`src/rtl/mem_access_pkg.sv`:
```
// Shared encodings for the MEM stage: byte-lane masks, FSM states, timeout default.
package mem_access_pkg;

  // Byte-lane masks accepted on mem_sel
  localparam logic [3:0] SEL_B0 = 4'b0001;
  localparam logic [3:0] SEL_B1 = 4'b0010;
  localparam logic [3:0] SEL_B2 = 4'b0100;
  localparam logic [3:0] SEL_B3 = 4'b1000;
  localparam logic [3:0] SEL_H0 = 4'b0011;
  localparam logic [3:0] SEL_H1 = 4'b1100;
  localparam logic [3:0] SEL_W  = 4'b1111;

  // Bus access FSM
  typedef enum logic {
    S_IDLE = 1'b0,
    S_REQ  = 1'b1
  } state_t;

  localparam int TIMEOUT_DEFAULT = 255;
  // Wide enough for the largest supported timeout (1023)
  localparam int CNT_W = 10;

  // Only naturally aligned byte, half and word masks are accepted
  function automatic logic sel_is_legal(input logic [3:0] sel);
    case (sel)
      SEL_B0, SEL_B1, SEL_B2, SEL_B3, SEL_H0, SEL_H1, SEL_W: return 1'b1;
      default: return 1'b0;
    endcase
  endfunction

endpackage

```
`src/rtl/mem_access_load_align.sv`:
```
// Load data alignment: picks the selected byte/half of the bus word, moves it
// to bit 0 and sign- or zero-extends it to the full data width.
module mem_load_align
  import mem_access_pkg::*;
#(
  parameter int DATA_W = 32
) (
  input  logic [DATA_W-1:0] ram_read_data,
  input  logic [3:0]        sel,
  input  logic              sign_ext,
  output logic [DATA_W-1:0] data
);

  // Lane select plus extension; unknown masks pass the word through unchanged
  always_comb begin
    data = ram_read_data;
    case (sel)
      SEL_B0: data = {{(DATA_W-8){sign_ext & ram_read_data[7]}},   ram_read_data[7:0]};
      SEL_B1: data = {{(DATA_W-8){sign_ext & ram_read_data[15]}},  ram_read_data[15:8]};
      SEL_B2: data = {{(DATA_W-8){sign_ext & ram_read_data[23]}},  ram_read_data[23:16]};
      SEL_B3: data = {{(DATA_W-8){sign_ext & ram_read_data[31]}},  ram_read_data[31:24]};
      SEL_H0: data = {{(DATA_W-16){sign_ext & ram_read_data[15]}}, ram_read_data[15:0]};
      SEL_H1: data = {{(DATA_W-16){sign_ext & ram_read_data[31]}}, ram_read_data[31:16]};
      default: data = ram_read_data;
    endcase
  end

endmodule

```
`src/rtl/mem_access.sv`:
```
// MEM pipeline stage: issues loads/stores on a ready-handshaked RAM bus,
// aligns load data and registers the writeback bundle for WB. Upstream is
// stalled while an access is outstanding; hung accesses are abandoned after
// TIMEOUT request cycles.
module mem_access
  import mem_access_pkg::*;
#(
  parameter int ADDR_W  = 32,
  parameter int DATA_W  = 32,
  parameter int TIMEOUT = TIMEOUT_DEFAULT
) (
  input  logic              clk,
  input  logic              rst,
  input  logic              in_valid,
  input  logic              flush,
  input  logic              mem_read_flag,
  input  logic              mem_write_flag,
  input  logic              mem_sign_ext_flag,
  input  logic [3:0]        mem_sel,
  input  logic [DATA_W-1:0] mem_write_data,
  input  logic [DATA_W-1:0] result_in,
  input  logic              reg_write_en_in,
  input  logic [4:0]        reg_write_addr_in,
  input  logic [ADDR_W-1:0] current_pc_addr_in,
  output logic              stall_req,
  output logic              ram_en,
  output logic [3:0]        ram_write_en,
  output logic [ADDR_W-1:0] ram_addr,
  output logic [DATA_W-1:0] ram_write_data,
  input  logic              ram_ready,
  input  logic [DATA_W-1:0] ram_read_data,
  output logic              out_valid,
  output logic [DATA_W-1:0] result_out,
  output logic              reg_write_en_out,
  output logic [4:0]        reg_write_addr_out,
  output logic [ADDR_W-1:0] current_pc_addr_out,
  output logic              access_error
);

  localparam logic [CNT_W-1:0] CNT_LAST = CNT_W'(TIMEOUT - 1);

  state_t             state_reg;
  logic [CNT_W-1:0]   cnt_reg;
  logic [3:0]         sel_reg;
  logic               sign_ext_reg;
  logic               is_load_reg;
  logic [DATA_W-1:0]  alu_result_reg;
  logic               wb_en_reg;
  logic [4:0]         wb_addr_reg;
  logic [ADDR_W-1:0]  pc_reg;
  logic               kill_reg;

  logic               is_mem;
  logic               is_store;
  logic               kill_now;
  logic [DATA_W-1:0]  store_lane_data;
  logic [DATA_W-1:0]  load_data;

  assign is_mem    = mem_read_flag | mem_write_flag;
  // A store flag wins if both flags are set, so the bus never sees a load with strobes
  assign is_store  = mem_write_flag;
  // A flush on the completing cycle kills the writeback just like an earlier one
  assign kill_now  = kill_reg | flush;
  assign stall_req = (state_reg == S_REQ);

  mem_load_align #(
    .DATA_W(DATA_W)
  ) u_load_align (
    .ram_read_data(ram_read_data),
    .sel          (sel_reg),
    .sign_ext     (sign_ext_reg),
    .data         (load_data)
  );

  // Store lane placement: replicate bytes/halves so every lane the strobes select carries the data
  always_comb begin
    store_lane_data = mem_write_data;
    case (mem_sel)
      SEL_B0, SEL_B1, SEL_B2, SEL_B3: store_lane_data = {4{mem_write_data[7:0]}};
      SEL_H0, SEL_H1:                 store_lane_data = {2{mem_write_data[15:0]}};
      default:                        store_lane_data = mem_write_data;
    endcase
  end

  // Access FSM with registered bus and writeback outputs
  always_ff @(posedge clk or negedge rst) begin
    if (!rst) begin
      state_reg           <= S_IDLE;
      cnt_reg             <= '0;
      sel_reg             <= '0;
      sign_ext_reg        <= 1'b0;
      is_load_reg         <= 1'b0;
      alu_result_reg      <= '0;
      wb_en_reg           <= 1'b0;
      wb_addr_reg         <= '0;
      pc_reg              <= '0;
      kill_reg            <= 1'b0;
      ram_en              <= 1'b0;
      ram_write_en        <= '0;
      ram_addr            <= '0;
      ram_write_data      <= '0;
      out_valid           <= 1'b0;
      result_out          <= '0;
      reg_write_en_out    <= 1'b0;
      reg_write_addr_out  <= '0;
      current_pc_addr_out <= '0;
      access_error        <= 1'b0;
    end else begin
      out_valid    <= 1'b0;
      access_error <= 1'b0;
      case (state_reg)
        S_IDLE: begin
          if (in_valid) begin
            if (!is_mem) begin
              // Plain ALU op: one-cycle pass-through unless flushed
              if (!flush) begin
                out_valid           <= 1'b1;
                result_out          <= result_in;
                reg_write_en_out    <= reg_write_en_in;
                reg_write_addr_out  <= reg_write_addr_in;
                current_pc_addr_out <= current_pc_addr_in;
              end
            end else if (!sel_is_legal(mem_sel)) begin
              // Misaligned/unsupported lane mask: no bus request, retire without writeback
              access_error        <= 1'b1;
              out_valid           <= !flush;
              result_out          <= result_in;
              reg_write_en_out    <= 1'b0;
              reg_write_addr_out  <= reg_write_addr_in;
              current_pc_addr_out <= current_pc_addr_in;
            end else if (!flush) begin
              // Legal access: latch everything the bus and writeback need, then request
              state_reg      <= S_REQ;
              cnt_reg        <= '0;
              kill_reg       <= 1'b0;
              sel_reg        <= mem_sel;
              sign_ext_reg   <= mem_sign_ext_flag;
              is_load_reg    <= !is_store;
              alu_result_reg <= result_in;
              wb_en_reg      <= reg_write_en_in;
              wb_addr_reg    <= reg_write_addr_in;
              pc_reg         <= current_pc_addr_in;
              ram_en         <= 1'b1;
              ram_write_en   <= is_store ? mem_sel : 4'b0000;
              ram_addr       <= {result_in[ADDR_W-1:2], 2'b00};
              ram_write_data <= store_lane_data;
            end
          end
        end
        S_REQ: begin
          if (flush) begin
            kill_reg <= 1'b1;
          end
          if (ram_ready) begin
            state_reg           <= S_IDLE;
            ram_en              <= 1'b0;
            ram_write_en        <= 4'b0000;
            out_valid           <= !kill_now;
            result_out          <= is_load_reg ? load_data : alu_result_reg;
            reg_write_en_out    <= is_load_reg & wb_en_reg & !kill_now;
            reg_write_addr_out  <= wb_addr_reg;
            current_pc_addr_out <= pc_reg;
          end else if (cnt_reg == CNT_LAST) begin
            // Bus never answered: abandon the access and retire without writeback
            state_reg           <= S_IDLE;
            ram_en              <= 1'b0;
            ram_write_en        <= 4'b0000;
            access_error        <= 1'b1;
            out_valid           <= !kill_now;
            result_out          <= alu_result_reg;
            reg_write_en_out    <= 1'b0;
            reg_write_addr_out  <= wb_addr_reg;
            current_pc_addr_out <= pc_reg;
          end else begin
            cnt_reg <= cnt_reg + 1'b1;
          end
        end
        default: begin
          state_reg <= S_IDLE;
          ram_en    <= 1'b0;
        end
      endcase
    end
  end

endmodule

```
`config.mk`:
```
export PLATFORM = sky130hd
export DESIGN_NAME = mem_access
export DESIGN_NICKNAME = d
export VERILOG_FILES = /design/src/rtl/mem_access_pkg.sv /design/src/rtl/mem_access_load_align.sv /design/src/rtl/mem_access.sv
export SDC_FILE = /design/constraint.sdc
export NUM_CORES = 1
export LEC_CHECK = 0
export ABC_AREA = 1
export CORE_UTILIZATION = 50
export CTS_CLUSTER_SIZE = 20
export DETAILED_ROUTE_END_ITERATION = 10
export PLACE_DENSITY = 0.82
export SYNTH_ARGS = -nofsm -noshare
export SYNTH_HDL_FRONTEND = slang
export SYNTH_SLANG_ARGS = --single-unit
export TNS_END_PERCENT = 1
```
`constraint.sdc`:
```
create_clock -name clk -period 3 [get_ports clk]
set_clock_uncertainty 0.1 [all_clocks]
set_input_delay 0.45 -clock clk [delete_from_list [all_inputs] [get_ports clk]]
set_output_delay 0.45 -clock clk [all_outputs]
set_load 0.03 [all_outputs]
```
==> flow_results.org, run 1 <==
** Run status
- The flow ran to the end, and the final reports show no timing, DRC or antenna violations.

** Power
- Sequential cells account for ~37% of the total power.
- Clk network pwr share :: 23.2%
- Of the total power, the share spent switching nets is between 30% and 40%.
- PD cells :: between 700 and 800 nW/um^2
- Total net switching power :: just over 4 mW
- The share of total power dissipated in combinational logic is 40.1%.
- The internal portion of the total power is a little over 6 mW.
- Worst IR drop on VDD :: ~0.43 mV
- Lkg Pwr :: about 6.9 nW

** STA
- For this run, the top clock speed supported by timing is 0.4155 GHz.
- Least-Margin Pin Slew :: a little over 600 ps
- In the final timing run, aggregate negative setup slack is 0 ps.
- Min Tclk post-route :: between 2000 and 2500 ps
- Setup violations remaining at the end of the flow were counted as 0.
- In this run the tightest slew margin relative to its limit is between 50% and 60%.
- Setup repair after global routing left no endpoint under its margin.
- The number of pins exceeding their max-slew limit in the final report is 0.
- Ratio of final minimum period to clock period :: about four fifths
- The number of failing hold endpoints at the final stage came to 0.
- Once routing completed, OpenROAD measured the worst setup slack at 593.2 ps.

** Clock network
- Counting along the longest clock path gives a buffer depth of 2.
- Sinks on Clock Net :: 197
- CTS buffer count :: 17
- Clk root buf :: sky130_fd_sc_hd__clkbuf_16
- Cells resized by post-CTS repair :: 0
- Clock-pin slew was measured on the worst setup and hold paths at around 80 ps.
- TritonCTS clock tree :: done
- The later pin in the worst-skew pair is clocked with a latency of about 440 ps.
- The H-tree was split into 4 levels.

** Global routing
- The number of antenna violations at the first check in global routing was 0.
- Entering global routing, the biggest net connects 82 pins.
- First-pass GRT wire length :: approximately 48 mm
- In the global route stage, overall resource usage came out at between 20% and 30%.
- After global routing the overflow that remains totals 0.
- The via count of the first global-routing pass is just under 10,000.

** Worst setup path
- Along the worst path, the maximum fanout reaches 26.
- STA puts the critical path data required time at between 2000 and 2500 ps.
- The critical path in this run is classified as flop to primary output.
- The slowest stage of the critical path belongs to the cell sky130_fd_sc_hd__clkdlybuf4s50_1.
- STA classifies the critical path endpoint as a primary output.
- Tracing the worst setup path back leads to its startpoint at stall_req.
- Crit path max-delay family :: buffers and inverters
- The worst register-to-register path has a depth of 9.
- The worst register-to-register path begins at sel_reg[2].
- In this run the number of cells on the critical path is 1.
- Slowest cell delay on critical path :: about 770 ps
- Data on the critical path arrives at its endpoint at approximately 1900 ps.
- Critical Path, Cell by Cell :: clkdlybuf4s50_1
- Buffers plus inverters on the worst setup path :: 1
- Worst Setup Start Kind :: flop

** Synth
- Most repeated cell in the gate-level netlist after synthesis :: sky130_fd_sc_hd__nand2_1
- Of the total synthesized cell area, the portion taken by full adders, half adders and majority gates is 0.2399%.
- Multiplexer area fraction after synthesis :: 0%
- Of all cell types, the one taking the most synthesized area is sky130_fd_sc_hd__dfrtp_1.
- Yosys mapped a number of flops with a built-in enable equal to 0.
- Yosys warning total :: 0
- Synthesis inferred approximately 200 register bits.
- Unique cell type count in the Yosys netlist :: 33
- Average footprint of a synthesized cell :: 7.220 um^2
- The mapped netlist covers roughly 10,000 um^2.
- The synthesized netlist devotes about a third of its cell area to simple gates.
- Sorting the synthesized cells by how often they occur yields sky130_fd_sc_hd__nand2_1, sky130_fd_sc_hd__dfrtp_1, sky130_fd_sc_hd__inv_1.
- Synthesized-area fraction occupied by xor and xnor cells :: 0.08395%
- Area share of the largest cell type after synthesis :: between 40% and 50%
- In the synthesized netlist, the number of instances is 1,445.
- After synthesis, flip-flops and latches occupy 47.25% of the total area.
- Share of the synthesized area in compound gates (AO/OA/AOI/OAI) :: 9.403%
- Share of synthesized registers carrying an async set or reset :: 100.0%
- Leading cell types by total area after synthesis :: sky130_fd_sc_hd__dfrtp_1, sky130_fd_sc_hd__nand2_1, sky130_fd_sc_hd__o21ai_0, sky130_fd_sc_hd__nand3_1, sky130_fd_sc_hd__inv_1
- Ys flop type :: sky130_fd_sc_hd__dfrtp_1
- By area, the combinational part of the netlist is dominated by simple AND/OR/NAND/NOR gates.

** Route
- Using the TritonRoute via totals, the vias-per-cell ratio works out to 5.158.
- The routed layout has approximately 10,000 vias.
- Wires add up to between 20 and 30 mm.
- The first TritonRoute pass finished after 7 iterations.
- In this run the remaining antenna-violating nets after routing total 0.
- Post-route DRC :: 0
- Average routed wire per standard cell :: roughly 15 um
- Drt initial violations :: roughly 760

** Placed design
- After legalization and detailed placement, the total HPWL measured just over 20 mm.
- During placement, the flow inserted port buffers numbering approximately 290.
- The congestion estimate from routability-driven global placement came to around 0.9.
- At the placement stage, the worst setup path has a slack of approximately 330 ps.

** Worst hold path
- The tightest min-delay check is of the flop to flop type.
- In this run the most critical hold path is launched from result_out[24].
- The worst hold path was traced through 2 stages.

** Layout
- Synth-to-Final Area Change :: 32.63%
- Layout cell share with drive strength beyond 1 :: 5.254%
- The net count of the finished layout is 1,810.
- Fill cells in the final layout number about 1,700.

** Die
- The floorplan has 52 rows.
- Pin placement for this block handled ~290 I/O pins.
- The floorplan step defined a die boundary enclosing around 21,000 um^2.
- Core box area :: a little over 20,000 um^2
- The die is approximately 150 um wide.
- From bottom edge to top edge, the die measures between 100 and 150 um.
- Initial Util :: between 50% and 60%

** Run
- Number of maximum-capacitance violations :: 0
## area by class of cell
cell class	instances	area, um^2	area share [%]
clock inverter	14	180.2	1.302
antenna	1	2.502	0.01808
tap	270	337.8	2.441
timing repair buffer	302	3087	22.31
multi-input combinational	1009	4363	31.53
inverter	135	506.7	3.662
clock buffer	18	429.2	3.102
sequential	197	4931	35.64
## worst paths after layout
kind                       slack (ps)                 end
setup / recovery                  590           stall_req
hold / removal                    380      result_out[24]
setup reg to reg                  630      result_out[13]
hold reg to reg                   380      result_out[24]
max in group asynchronous        1590  ram_write_data[20]
min in group asynchronous         440           pc_reg[4]
## metal layers
layer | GRT usage (%) | up-vias | share of wire [%]
met5 | 0 | - | 0
met4 | 13.28 | 0 | 4.1
met3 | 6.500 | 70 | 8.2
met2 | 45.71 | 421 | 47
met1 | 35.06 | 4637 | 41
li1 | - | 4910 | -
## metrics by stage
stage	cells	utilization (%)	power (mW)	instance area [um^2]	hold slack, ps
global placement	1912	64.89	7.908	13220	357.3
global route	1945	67.93	10.91	13830	401.2
CTS	1945	67.93	10.38	13830	384.1
floorplan	1446	-	6.376	10440	54.41
finish	1946	67.95	10.34	13840	379.1
detailed placement	1912	64.89	7.979	13220	358.3
## placed cells by master, fill, tap and decap left out, types with 2 or more instances in the layout
| cell type | netlist | final |
|---|---|---|
| sky130_fd_sc_hd__buf_12 | 0 | 8 |
| sky130_fd_sc_hd__ha_1 | 2 | 2 |
| sky130_fd_sc_hd__buf_4 | 42 | 8 |
| sky130_fd_sc_hd__nand2_1 | 618 | 618 |
| sky130_fd_sc_hd__o32ai_1 | 2 | 2 |
| sky130_fd_sc_hd__clkinv_2 | 0 | 2 |
| sky130_fd_sc_hd__nor2_1 | 66 | 66 |
| sky130_fd_sc_hd__nor3_1 | 4 | 4 |
| sky130_fd_sc_hd__inv_2 | 13 | 13 |
| sky130_fd_sc_hd__clkbuf_16 | 0 | 17 |
| sky130_fd_sc_hd__nand2_2 | 6 | 5 |
| sky130_fd_sc_hd__o22ai_1 | 10 | 10 |
| sky130_fd_sc_hd__clkinv_8 | 0 | 2 |
| sky130_fd_sc_hd__nand3_2 | 12 | 12 |
| sky130_fd_sc_hd__inv_6 | 0 | 4 |
| sky130_fd_sc_hd__o31ai_1 | 3 | 3 |
| sky130_fd_sc_hd__nor2_4 | 3 | 3 |
| sky130_fd_sc_hd__a21oi_1 | 28 | 28 |
| sky130_fd_sc_hd__dfrtp_1 | 197 | 196 |
| sky130_fd_sc_hd__nand2_4 | 3 | 4 |
| sky130_fd_sc_hd__o21ai_1 | 53 | 53 |
| sky130_fd_sc_hd__inv_1 | 112 | 112 |
| sky130_fd_sc_hd__nand3_1 | 92 | 92 |
| sky130_fd_sc_hd__clkdlybuf4s50_1 | 0 | 284 |
| sky130_fd_sc_hd__o21ai_0 | 93 | 93 |
| sky130_fd_sc_hd__clkinv_1 | 10 | 10 |
| sky130_fd_sc_hd__conb_1 | 1 | 2 |
| sky130_fd_sc_hd__nand4_1 | 6 | 6 |
| sky130_fd_sc_hd__inv_8 | 0 | 3 |
| sky130_fd_sc_hd__bufinv_16 | 0 | 2 |
## power by group through the flow
stage	logic, mW	clock network, mW	registers [mW]
after floorplan	1.83	0	4.55
after global placement	4.09	0	3.82
after detailed placement	4.15	0	3.83
after CTS	4.17	2.42	3.79
after global routing	4.51	2.53	3.88
final	4.15	2.39	3.79
## cells by family (layout without fill, tap and decap cells)
| logic type | after synthesis | after routing |
|---|---|---|
| buffers and inverters | 240 | 469 |
| other | 1 | 3 |
| adders and majority gates | 2 | 2 |
| and+or+nand+nor | 814 | 814 |
| AOI/OAI and AO/OA | 190 | 190 |
| xor gates and xnor gates | 1 | 1 |
| DFF | 197 | 197 |
## timing repair
item                      in CTS  in global routing
buffers inserted               0                  0
hold buffers                   1                  0
hold endpoints to repair      53                  0
Note: power is estimated with default switching activity, not from simulation.
==> inputs of run 2 (changes only) <==
--- a/config.mk
+++ b/config.mk
@@ -6,10 +6,10 @@
 export NUM_CORES = 1
 export LEC_CHECK = 0
 export ABC_AREA = 1
-export CORE_UTILIZATION = 50
+export CORE_UTILIZATION = 44
 export CTS_CLUSTER_SIZE = 20
 export DETAILED_ROUTE_END_ITERATION = 10
-export PLACE_DENSITY = 0.82
+export PLACE_DENSITY = 0.76
 export SYNTH_ARGS = -nofsm -noshare
 export SYNTH_HDL_FRONTEND = slang
 export SYNTH_SLANG_ARGS = --single-unit
==> constraint.sdc (replaced) <==
create_clock -name clk -period 1.9 [get_ports clk]
set_clock_uncertainty 0.1 [all_clocks]
set_input_delay 0.285 -clock clk [delete_from_list [all_inputs] [get_ports clk]]
set_output_delay 0.285 -clock clk [all_outputs]
set_load 0.03 [all_outputs]
==> flow_results.org, run 2 (synthesis results as in run 1) <==
** Clock network
- Post-CTS Setup Bufs :: 0 (unchanged)
- TritonCTS clock tree :: done (unchanged)
- Clock latency on the worst-skew pair :: 440 ps (about the same)
- The total number of clock tree sinks was 197 (unchanged).
- The deepest clock path buffer count is 2 (unchanged).
- CTS buffer count :: 17 (unchanged)
- CTS H-Tree Depth :: 4 (unchanged)
- The cell chosen for the clock root is sky130_fd_sc_hd__clkbuf_16 (unchanged).
- Clock-pin slew on the worst setup and hold paths :: 80 ps (about the same)

** Die
- Floorplan die width :: 156.0 um (was 146.4 um)
- # IOs :: 288 (unchanged)
- The full die area came to 24,330 um^2 (was 21,450 um^2).
- The core box area was 22,920 um^2 (was 20,360 um^2).
- The starting utilization of the core area was 45.53% (was 51.23%).
- Cell Rows :: 55 (was 52)
- Floorplan die height :: 156.0 um (was 146.4 um)

** Global routing
- First-pass GRT wire length :: 48.82 mm (was 47.95 mm)
- The global-route congestion overflow total is 0 (unchanged).
- The maximum number of pins on one net before global-route repair is 60 (was 82).
- Via count of the first global-routing pass :: 9,754 (was 9,786)
- The number of antenna violations at the first check in global routing came to 2 (was 0).
- Overall Global Routing Usage :: 25.48% (was 27.97%)

** Run
- Number of maximum-capacitance violations :: 0 (unchanged)

** Layout
- The leading cell type in the layout, fill and taps excluded was sky130_fd_sc_hd__nand2_1 (unchanged).
- The post-layout instance count excluding filler cells was 2,037 (was 1,946).
- Layout cell share with drive strength beyond 1 :: 8.241% (was 5.254%)
- Most frequent cells in the layout: sky130_fd_sc_hd__nand2_1, sky130_fd_sc_hd__dfrtp_1, sky130_fd_sc_hd__clkdlybuf4s50_1 (was sky130_fd_sc_hd__nand2_1, sky130_fd_sc_hd__clkdlybuf4s50_1, sky130_fd_sc_hd__dfrtp_1).
- Post-layout nets :: 1,858 (was 1,810)
- The area added between synthesis and finish came to 40.05% (was 32.63%).
- Count of filler cells inserted in the layout :: 2,009 (was 1,702)

** STA
- Smallest setup slack after layout :: 24.42 ps (was 593.2 ps)
- Unrepaired setup endpoints after global routing :: yes (was no)
- The number of pins exceeding their max-slew limit in the final report was 0 (unchanged).
- Hold violation total from the final report :: 0 (unchanged)
- For the finished layout, the period the worst path requires is 1876 ps.
- Summed negative setup slack over all endpoints :: 0 ps (unchanged)
- The final-report setup violation count is 0 (unchanged).
- Worst hold slack across all endpoints :: 167.2 ps (was 379.1 ps)
- For this run, the top clock speed supported by timing is 0.5332 GHz.
- Of the available clock period, the critical path in the final layout requires 98.71%.

** Placed design
- The estimated wirelength of the detail-placed design was 22.10 mm (was 20.52 mm).
- The number of input and output port buffers inserted was 285 (unchanged).
- Pre-CTS setup slack :: -324.4 ps (was 332.5 ps)
- The last weighted congestion value of the routability-driven placer is 0.8990 (was 0.9091).
- Dpl cells :: 2,002 (was 1,912)

** Worst hold path
- Tightest Hold Check Type :: input pin to asynchronous set/reset pin (was flop to flop)

** Worst setup path
- Worst Setup Start Kind :: flop (unchanged)
- Data required, critical path :: 1510 ps (was 2450 ps)
- Crit path max-delay family :: buffers and inverters (unchanged)
- Crit-path max FO :: 2 (was 26)
- The kind of end point of the critical path was a primary output (unchanged).
- The count of buffering cells on the critical path with inverters included came to 1 (unchanged).
- The worst-path cell with the longest stage delay is sky130_fd_sc_hd__clkdlybuf4s50_1 (unchanged).
- Endpoint arrival time on the critical path :: 1490 ps (was 1860 ps)
- The peak per-stage delay on the critical path came to 680 ps (was 770 ps).
- Critical Path, Cell by Cell: clkdlybuf4s50_1 (unchanged).
- Startpoint-to-endpoint class of the critical path :: flop to primary output (unchanged)

** Route
- The routed wirelength normalized by instance count came to 15.01 um (was 14.92 um).
- Count of vias placed by the detailed router :: 10,170 (was 10,040)
- Final Routed Wirelength :: 30.58 mm (was 29.03 mm)
- Drt initial violations :: 577 (was 756)
- Post-route DRC :: 0 (unchanged)
- Number of detailed-route iterations in the first pass :: 5 (was 7)
- Remaining number of nets flagged by the antenna check after routing :: 0 (unchanged)
- Routed via count divided by cell count :: 4.994 (was 5.158)

** Power
- Worst IR drop on VDD :: 0.5274 mV (was 0.4255 mV)
- The total power per unit cell area was 1119 nW/um^2 (was 747.1 nW/um^2).
- The total power of the final layout is 16.34 mW (was 10.34 mW).
- The leakage component of the power was 8.331 nW (was 6.940 nW).

** Run status
- Run status :: finished clean (unchanged)
==> run 2: final timing paths <==
kind	start	end	slack, ps	depth (start not counted)
max in group asynchronous	rst	sel_reg[0]	920	3
worst max-delay path	result_out[3]	result_out[3]	20	1
worst max register to register	sel_reg[0]	result_out[0]	110	10
worst min-delay path	rst	pc_reg[5]	170	2
min in group clk	current_pc_addr_in[29]	pc_reg[29]	290	3
worst min register to register	current_pc_addr_out[8]	current_pc_addr_out[8]	380	2
==> run 2: repair_timing <==
action	in CTS	in global routing
gates resized for setup	34	93
hold buffers	1	0
setup endpoints to repair	34	161
gates cloned	0	1
endpoints found under the hold margin	197	0
pin swaps	0	4
==> run 2: layout make-up <==
class,count,area [um^2],area share [%]
antenna,1,2.502,0.01713
clock buffer,18,439.2,3.006
clock inverter,14,171.4,1.173
inverter,135,516.7,3.537
multi-input combinational,1009,4383,30.00
sequential,197,4932,33.76
tap,313,391.6,2.680
timing repair buffer,350,3774,25.83
==> run 2: metal layers <==
metal	routed length, um	vias to the layer above	track usage, %
li1	-	5006	-
met1	12940	4727	31.91
met2	14720	383	42.77
met3	2023	54	5.417
met4	886	2	10.22
met5	12	-	0
==> run 2: metrics by stage <==
step | util [%] | instance area [um^2]
floorplan | - | 10440
global placement | 60.05 | 13760
detailed placement | 60.05 | 13760
CTS | 62.59 | 14340
global route | 63.76 | 14610
finish | 63.76 | 14610
==> run 2: power breakdown <==
part / leakage, nW / internal [mW] / switching, mW / total (mW)
sequential: 2.47 / 5.27 / 0.682 / 5.95
combinational: 5.57 / 2.57 / 4.11 / 6.67
clock: 0.293 / 1.83 / 1.89 / 3.72
